--- src/rtl/multicycle_controller.sv ---
// Control unit for a multicycle MIPS-style datapath: a Moore state machine
// sequencing fetch/decode/execute, plus the ALU-control decoder.
module multicycle_controller #(
  parameter int BNE_EN = 1
) (
  input  logic       clk,
  input  logic       reset,
  input  logic [5:0] op,
  input  logic [5:0] funct,
  input  logic       zero,
  output logic       iord,
  output logic       memwrite,
  output logic       irwrite,
  output logic       pcen,
  output logic       regwrite,
  output logic       regdst,
  output logic       memtoreg,
  output logic       alusrca,
  output logic [1:0] alusrcb,
  output logic [1:0] pcsrc,
  output logic [2:0] alucontrol,
  output logic [3:0] state
);

  typedef enum logic [3:0] {
    FETCH  = 4'd0,
    DECODE = 4'd1,
    MEMADR = 4'd2,
    MEMRD  = 4'd3,
    MEMWB  = 4'd4,
    MEMWR  = 4'd5,
    EXEC   = 4'd6,
    ALUWB  = 4'd7,
    BEQ    = 4'd8,
    ADDIEX = 4'd9,
    ADDIWB = 4'd10,
    JMP    = 4'd11,
    BNE    = 4'd12
  } state_t;

  localparam logic [5:0] OP_RTYPE = 6'b000000;
  localparam logic [5:0] OP_LW    = 6'b100011;
  localparam logic [5:0] OP_SW    = 6'b101011;
  localparam logic [5:0] OP_BEQ   = 6'b000100;
  localparam logic [5:0] OP_BNE   = 6'b000101;
  localparam logic [5:0] OP_ADDI  = 6'b001000;
  localparam logic [5:0] OP_J     = 6'b000010;

  // Plain vector register so unused codes 13-15 are representable and recover.
  logic [3:0] r_state;

  logic       w_pcwrite;
  logic       w_branch;
  logic       w_branchn;
  logic [1:0] w_aluop;

  always_ff @(posedge clk) begin
    if (!reset) begin
      r_state <= FETCH;
    end else begin
      case (r_state)
        FETCH:  r_state <= DECODE;
        DECODE: begin
          case (op)
            OP_LW, OP_SW: r_state <= MEMADR;
            OP_RTYPE:     r_state <= EXEC;
            OP_BEQ:       r_state <= BEQ;
            OP_BNE:       r_state <= (BNE_EN != 0) ? BNE : FETCH;
            OP_ADDI:      r_state <= ADDIEX;
            OP_J:         r_state <= JMP;
            default:      r_state <= FETCH;
          endcase
        end
        // Op is sampled again here to pick the load or store path.
        MEMADR: r_state <= (op == OP_SW) ? MEMWR : MEMRD;
        MEMRD:  r_state <= MEMWB;
        EXEC:   r_state <= ALUWB;
        ADDIEX: r_state <= ADDIWB;
        default: r_state <= FETCH;
      endcase
    end
  end

  always_comb begin
    iord      = 1'b0;
    memwrite  = 1'b0;
    irwrite   = 1'b0;
    regwrite  = 1'b0;
    regdst    = 1'b0;
    memtoreg  = 1'b0;
    alusrca   = 1'b0;
    alusrcb   = 2'b00;
    pcsrc     = 2'b00;
    w_pcwrite = 1'b0;
    w_branch  = 1'b0;
    w_branchn = 1'b0;
    w_aluop   = 2'b00;
    case (r_state)
      FETCH: begin
        irwrite   = 1'b1;
        w_pcwrite = 1'b1;
        alusrcb   = 2'b01;
      end
      DECODE: alusrcb = 2'b11;
      MEMADR, ADDIEX: begin
        alusrca = 1'b1;
        alusrcb = 2'b10;
      end
      MEMRD: iord = 1'b1;
      MEMWR: begin
        iord     = 1'b1;
        memwrite = 1'b1;
      end
      MEMWB: begin
        memtoreg = 1'b1;
        regwrite = 1'b1;
      end
      ADDIWB: regwrite = 1'b1;
      ALUWB: begin
        regdst   = 1'b1;
        regwrite = 1'b1;
      end
      EXEC: begin
        alusrca = 1'b1;
        w_aluop = 2'b10;
      end
      BEQ: begin
        alusrca  = 1'b1;
        w_aluop  = 2'b01;
        pcsrc    = 2'b01;
        w_branch = 1'b1;
      end
      BNE: begin
        alusrca   = 1'b1;
        w_aluop   = 2'b01;
        pcsrc     = 2'b01;
        w_branchn = 1'b1;
      end
      JMP: begin
        pcsrc     = 2'b10;
        w_pcwrite = 1'b1;
      end
      default: ;
    endcase
  end

  assign pcen  = w_pcwrite | (w_branch & zero) | (w_branchn & ~zero);
  assign state = r_state;

  always_comb begin
    alucontrol = 3'b010;
    case (w_aluop)
      2'b01: alucontrol = 3'b110;
      2'b10: begin
        case (funct)
          6'b100010: alucontrol = 3'b110;
          6'b100100: alucontrol = 3'b000;
          6'b100101: alucontrol = 3'b001;
          6'b101010: alucontrol = 3'b111;
          default:   alucontrol = 3'b010;
        endcase
      end
      default: alucontrol = 3'b010;
    endcase
  end

endmodule

--- config.mk ---
export PLATFORM = sky130hd
export DESIGN_NAME = multicycle_controller
export DESIGN_NICKNAME = d
export VERILOG_FILES = /design/src/rtl/multicycle_controller.sv
export SDC_FILE = /design/constraint.sdc
export NUM_CORES = 1
export LEC_CHECK = 0
export BUFFER_PORTS_ARGS = -buffer_cell sky130_fd_sc_hd__clkbuf_2
export CAP_MARGIN = 20
export CELL_PAD_IN_SITES_DETAIL_PLACEMENT = 0
export CELL_PAD_IN_SITES_GLOBAL_PLACEMENT = 1
export CORE_MARGIN = 2
export CORE_UTILIZATION = 25
export CTS_BUF_LIST = sky130_fd_sc_hd__clkbuf_8
export DETAILED_ROUTE_END_ITERATION = 16
export PLACE_DENSITY = 0.74
export SLEW_MARGIN = 20
export SYNTH_ARGS = -nofsm -noshare
export SYNTH_HDL_FRONTEND = slang
export SYNTH_SLANG_ARGS = --single-unit
--- constraint.sdc ---
create_clock -name clk -period 2.1 [get_ports clk]
set_clock_uncertainty 0.1 [all_clocks]
set_input_delay 0.42 -clock clk [delete_from_list [all_inputs] [get_ports clk]]
set_output_delay 0.42 -clock clk [all_outputs]
set_load 0.05 [all_outputs]
Word-level counts from Yosys, hierarchy flattened
Index checks and enable logic that the tools add are counted.

storage, ports and cells
  register bits after elaboration = 4
  input bits = 15
  output and inout bits = 19
  word-level logic and storage cells = 57

operators by class
  eq/ne operators = 24
  mux-type cells = 18
  bitwise operators = 5
  reduce and logical (&&, ||, !) cells = 9

operators with widths
  cell                                                                    count
  4-bit case mux with 6 select lines                                      2
  6-bit equality test (second input constant)                             6
  4-bit equality test (second input constant)                             5
  4-bit by 3-bit equality test with 1-bit output (second input constant)  4
  6-bit by 3-bit equality test with 1-bit output (second input constant)  2
  3-bit case mux with 4 select lines                                      1
  1-bit 2-to-1 mux                                                        10
  2-bit OR reduction                                                      5
  4-bit by 2-bit equality test with 1-bit output (second input constant)  2
  2-bit case mux with 2 select lines                                      2
  6-bit by 2-bit equality test with 1-bit output (second input constant)  1
  6-bit by 4-bit equality test with 1-bit output (second input constant)  1
  6-bit logical NOT                                                       1
  2-bit case mux with 3 select lines                                      1
  3-bit case mux with 2 select lines                                      1
  5-bit OR reduction                                                      1
  4-bit by 1-bit equality test with 1-bit output (second input constant)  1
  4-bit logical NOT                                                       1
  3-bit 2-to-1 mux                                                        1
  3-bit OR reduction                                                      1
  1-bit bitwise AND                                                       2
  2-bit by 1-bit equality test with 1-bit output (second input constant)  1
  2-bit equality test (second input constant)                             1
  1-bit OR                                                                2
  1-bit NOT                                                               1

Depth between registers and ports, before layout
  word-level depth = 5
  depth in mapped cells = 7
  mapped depth without buffers = 6

Worst setup path after synthesis
Ideal clock, no wire load.

  path type = register to output
  from = register r_state[2] (netlist: state[2])
  to = output irwrite
  arrival = 2300 ps
  required time = 1580 ps
  slack = -720 ps
  stages on the path, launching flop included = 3
  path buffers = 1
  cells stage by stage = dfxtp_1 > buf_2 > nor4_1

between the ends
  longest elaborated chain between the ends = 2

RTL lines
  item                    line  text
  from (decl)             50    logic [3:0] r_state;
  from (signal assigned)  68    OP_BNE: r_state <= (BNE_EN != 0) ? BNE : FETCH;
  from (signal assigned)  75    MEMADR: r_state <= (op == OP_SW) ? MEMWR : MEMRD;
  4-bit logical NOT       98    case (r_state)
  1-bit 2-to-1 mux        98
  to (decl)               13    output logic irwrite,

No other way between the ends.

Worst setup path in the final report
  from = register r_state[0] (netlist: state[0])
  to = output alucontrol[1]

between the ends
  longest elaborated chain between the ends = 5
  elaborated cells between the ends (all ways) = 8
  those cells by class = eq/ne: 5; mux: 2; reduce/logical: 1

RTL lines
  item                                                                                   line  text
  4-bit equality test                                                                    98
  2-bit OR reduction (no line)                                                           --
  2-bit case mux with 2 select lines *                                                   98
  2-bit equality test or 2-bit by 1-bit equality test with 1-bit output (tied branches)  152   case (w_aluop)
  3-bit case mux with 2 select lines *                                                   152
  to (decl)                                                                              21    output logic [2:0] alucontrol,

Every way passes the cells marked *; elsewhere a longest branch is shown, timed or not.

==> impl_metrics.json <==
{
  "yosys-top-cells-area": "dfxtp_1 (15%), nand2_1 (7.0%), inv_1 (5.6%)",
  "wl_met1_um": 858,
  "min_path_type": "in2reg",
  "detail_route.iter0.violations": 12,
  "die_x_um": 50.3,
  "postLayoutCellArea_sq_um": 1050,
  "die_h_um": 50.3,
  "netlist_instances": 77,
  "place_ws_ps": -2.99,
  "worstHoldStart": "reset",
  "dp_hpwl_mm": 1.35,
  "grt_first_pass_wirelength_mm": 3.04,
  "synthAdderAreaFrac_pct": 4.66,
  "gr-usage-all-layers_pct": 15.4,
  "yosysTopAreaCell": "dfxtp_1",
  "violations": "setup timing",
  "synthSimpleGateAreaFrac_pct": 39.4,
  "numCtsBuffers": 3,
  "cts_tree": "built",
  "yosys.area_share.xor_xnor_pct": 4.90,
  "hold_depth": 3,
  "peakVddDrop_mv": 0.269,
  "grt_start_max_net_pins": 13,
  "critPathRequiredTime_ps": 1580,
  "power.total_uw": 381,
  "yosysWarnings": 0,
  "clock_path_buffers": 2,
  "start_kind": "flip-flop",
  "min_period_over_period_pct": 107,
  "met2_length_um": 822,
  "min_to": "state[1]",
  "layout-drive-gt1-share_pct": 62.1,
  "path_max_fanout": 3,
  "cts-root-buf": "clkbuf_8",
  "nets": 143,
  "synthesis.nets": 94,
  "placed_cell_area_sq_um": 890,
  "maxCapViolCount": 0,
  "htreeDepth": 1,
  "drc": 0,
  "max_freq_ghz": 0.446,
  "start_util_pct": 26.8,
  "rrSetupSlack_ps": 790,
  "slew_viol_final": 0,
  "drt-pass1-iter-count": 3,
  "vias_per_cell": 4.83,
  "synth_area_per_cell_sq_um": 6.97,
  "placementRows": 16,
  "fin_crit_ps": 2240,
  "cp-end-kind": "output port",
  "synth_mux_area_share_pct": 0,
  "grt_overflow": 0,
  "layoutNonFillerInstCount": 151,
  "vias": 729,
  "synth_top_family_by_area": "simple AND/OR/NAND/NOR gates",
  "syn_area_sq_um": 537,
  "wirelength_mm": 1.78,
  "synth_compound_area_share_pct": 27.0,
  "reg2regPathDepth": 6,
  "n_antenna_cell": 0,
  "syn_to_final_growth_pct": 94.9,
  "antenna_found_initial": 0,
  "max_slew_margin_pct": 77.0,
  "io_pins": 34,
  "finalHoldViolCount": 0,
  "dp.cells": 143,
  "finalSetupTns_ps": -295,
  "port_buffers": 33,
  "wl_per_cell_um": 11.8,
  "die_area_sq_um": 2530,
  "worst_pin_slew_ps": 341,
  "largest_register_ffs": 4,
  "synth_seq_cells": 4,
  "ys.flop_type": "dfxtp_1",
  "wl_met3_um": 70,
  "ant_nets": 0,
  "r2r-end": "state[1]",
  "finalSetupViolations": 3,
  "synth_cell_type_count": 37,
  "gp_congestion": 0.767,
  "seq_area_frac_synth_pct": 14.9,
  "status": "complete, but fails checks",
  "top_layer": "met4",
  "grt_pass1_vias": 686,
  "power.leakage_nw": 0.466,
  "critPathArrivalTime_ps": 1720,
  "synth-edff-count": 0,
  "clkTransAtPathRegs_ps": 30,
  "core-area_sq_um": 2000,
  "setup_ws_ps": -144,
  "rr_startpoint": "state[0]",
  "power_density_nw_per_um2": 365,
  "clk_latency_ps": 220,
  "synth_top_area_share_pct": 14.9,
  "rsz0062_at_grt": "yes",
  "async_flop_share_pct": 0,
  "crit_type": "reg2out",
  "cts.sinks": 4
}
==> worst max-delay path by stage <==
stage	start	to	cells past startpoint
2_1_floorplan	state[0]	alusrcb[1]	4
3_3_place_gp	state[0]	alucontrol[1]	6
3_5_place_dp	state[0]	alucontrol[1]	6
4_1_cts	state[0]	alucontrol[1]	6
5_1_grt	state[0]	alucontrol[1]	6
6_report	state[0]	alucontrol[1]	6
==> logic make-up after synthesis <==
| family | Yosys count |
|---|---|
| AND/OR/NAND/NOR | 38 |
| AO/OA/AOI/OAI | 18 |
| buffers and inverters | 12 |
| flip-flops | 4 |
| XOR/XNOR | 3 |
| adder cells (fa/ha/maj) | 2 |
==> metrics by stage <==
step,utilization [%],hold slack [ps]
after detailed placement,44.4,539
final,52.3,401
after CTS,49.3,401
after floorplan,-,485
after global routing,52.3,431
after global placement,44.4,529
==> repair_timing <==
item / in CTS / in global routing
buffers inserted: 0 / 5
setup endpoints to repair: 4 / 4
hold buffers: 0 / 0
pin swaps: 2 / 4
gates resized for setup: 11 / 8
==> cell type report <==
class	instances	area (sq um)
fillers	196	956
multi-input cells	61	507
clock buffers	3	41.3
well taps	27	33.8
flip-flops and latches	4	95.1
repair buffers	48	339
inverters	8	30.0
==> cells in the mapped netlist, types with 2 or more instances <==
master,number
nor2_1,7
nand2b_1,2
nor3_1,4
inv_1,8
xnor2_1,2
a21oi_1,3
ha_1,2
a31oi_1,2
nand3_1,3
nand2_1,10
buf_2,3
nor3b_1,2
nor4_1,2
dfxtp_1,4
==> metal layers <==
metal / track usage, % / vias to the layer above
li1: - / 383
met4: 7.66 / 0
met3: 2.98 / 3
met1: 18.6 / 320
met5: 0 / -
met2: 25.9 / 23
==> placed cells by master (no fill, tap or decap), drive strengths merged, types with 2 or more instances in the layout <==
cell type and instances:
xnor2 2, o21ai 2, dfxtp 4, clkbuf 33, nor3b 2, nor3 4, nand2 10, buf 18
nand2b 2, nor4 3, a21oi 3, nand3 3, a31oi 2, nor2 7, o211ai 2, ha 2
inv 8
==> where the power goes <==
part | switching (mW) | internal (mW)
sequential | 0.00214 | 0.0756
clock | 0.0403 | 0.122
combinational | 0.0856 | 0.0555
total | 0.128 | 0.253
==> worst max-delay path, cell delays in order (launching register included) <==
cell and delay [ps]:
dfxtp_4 330, nand2b_4 130, or3_4 330, inv_2 70, ha_4 190, a211o_4 270
clkbuf_16 170
No activity file was read; power rests on OpenSTA's default activity.
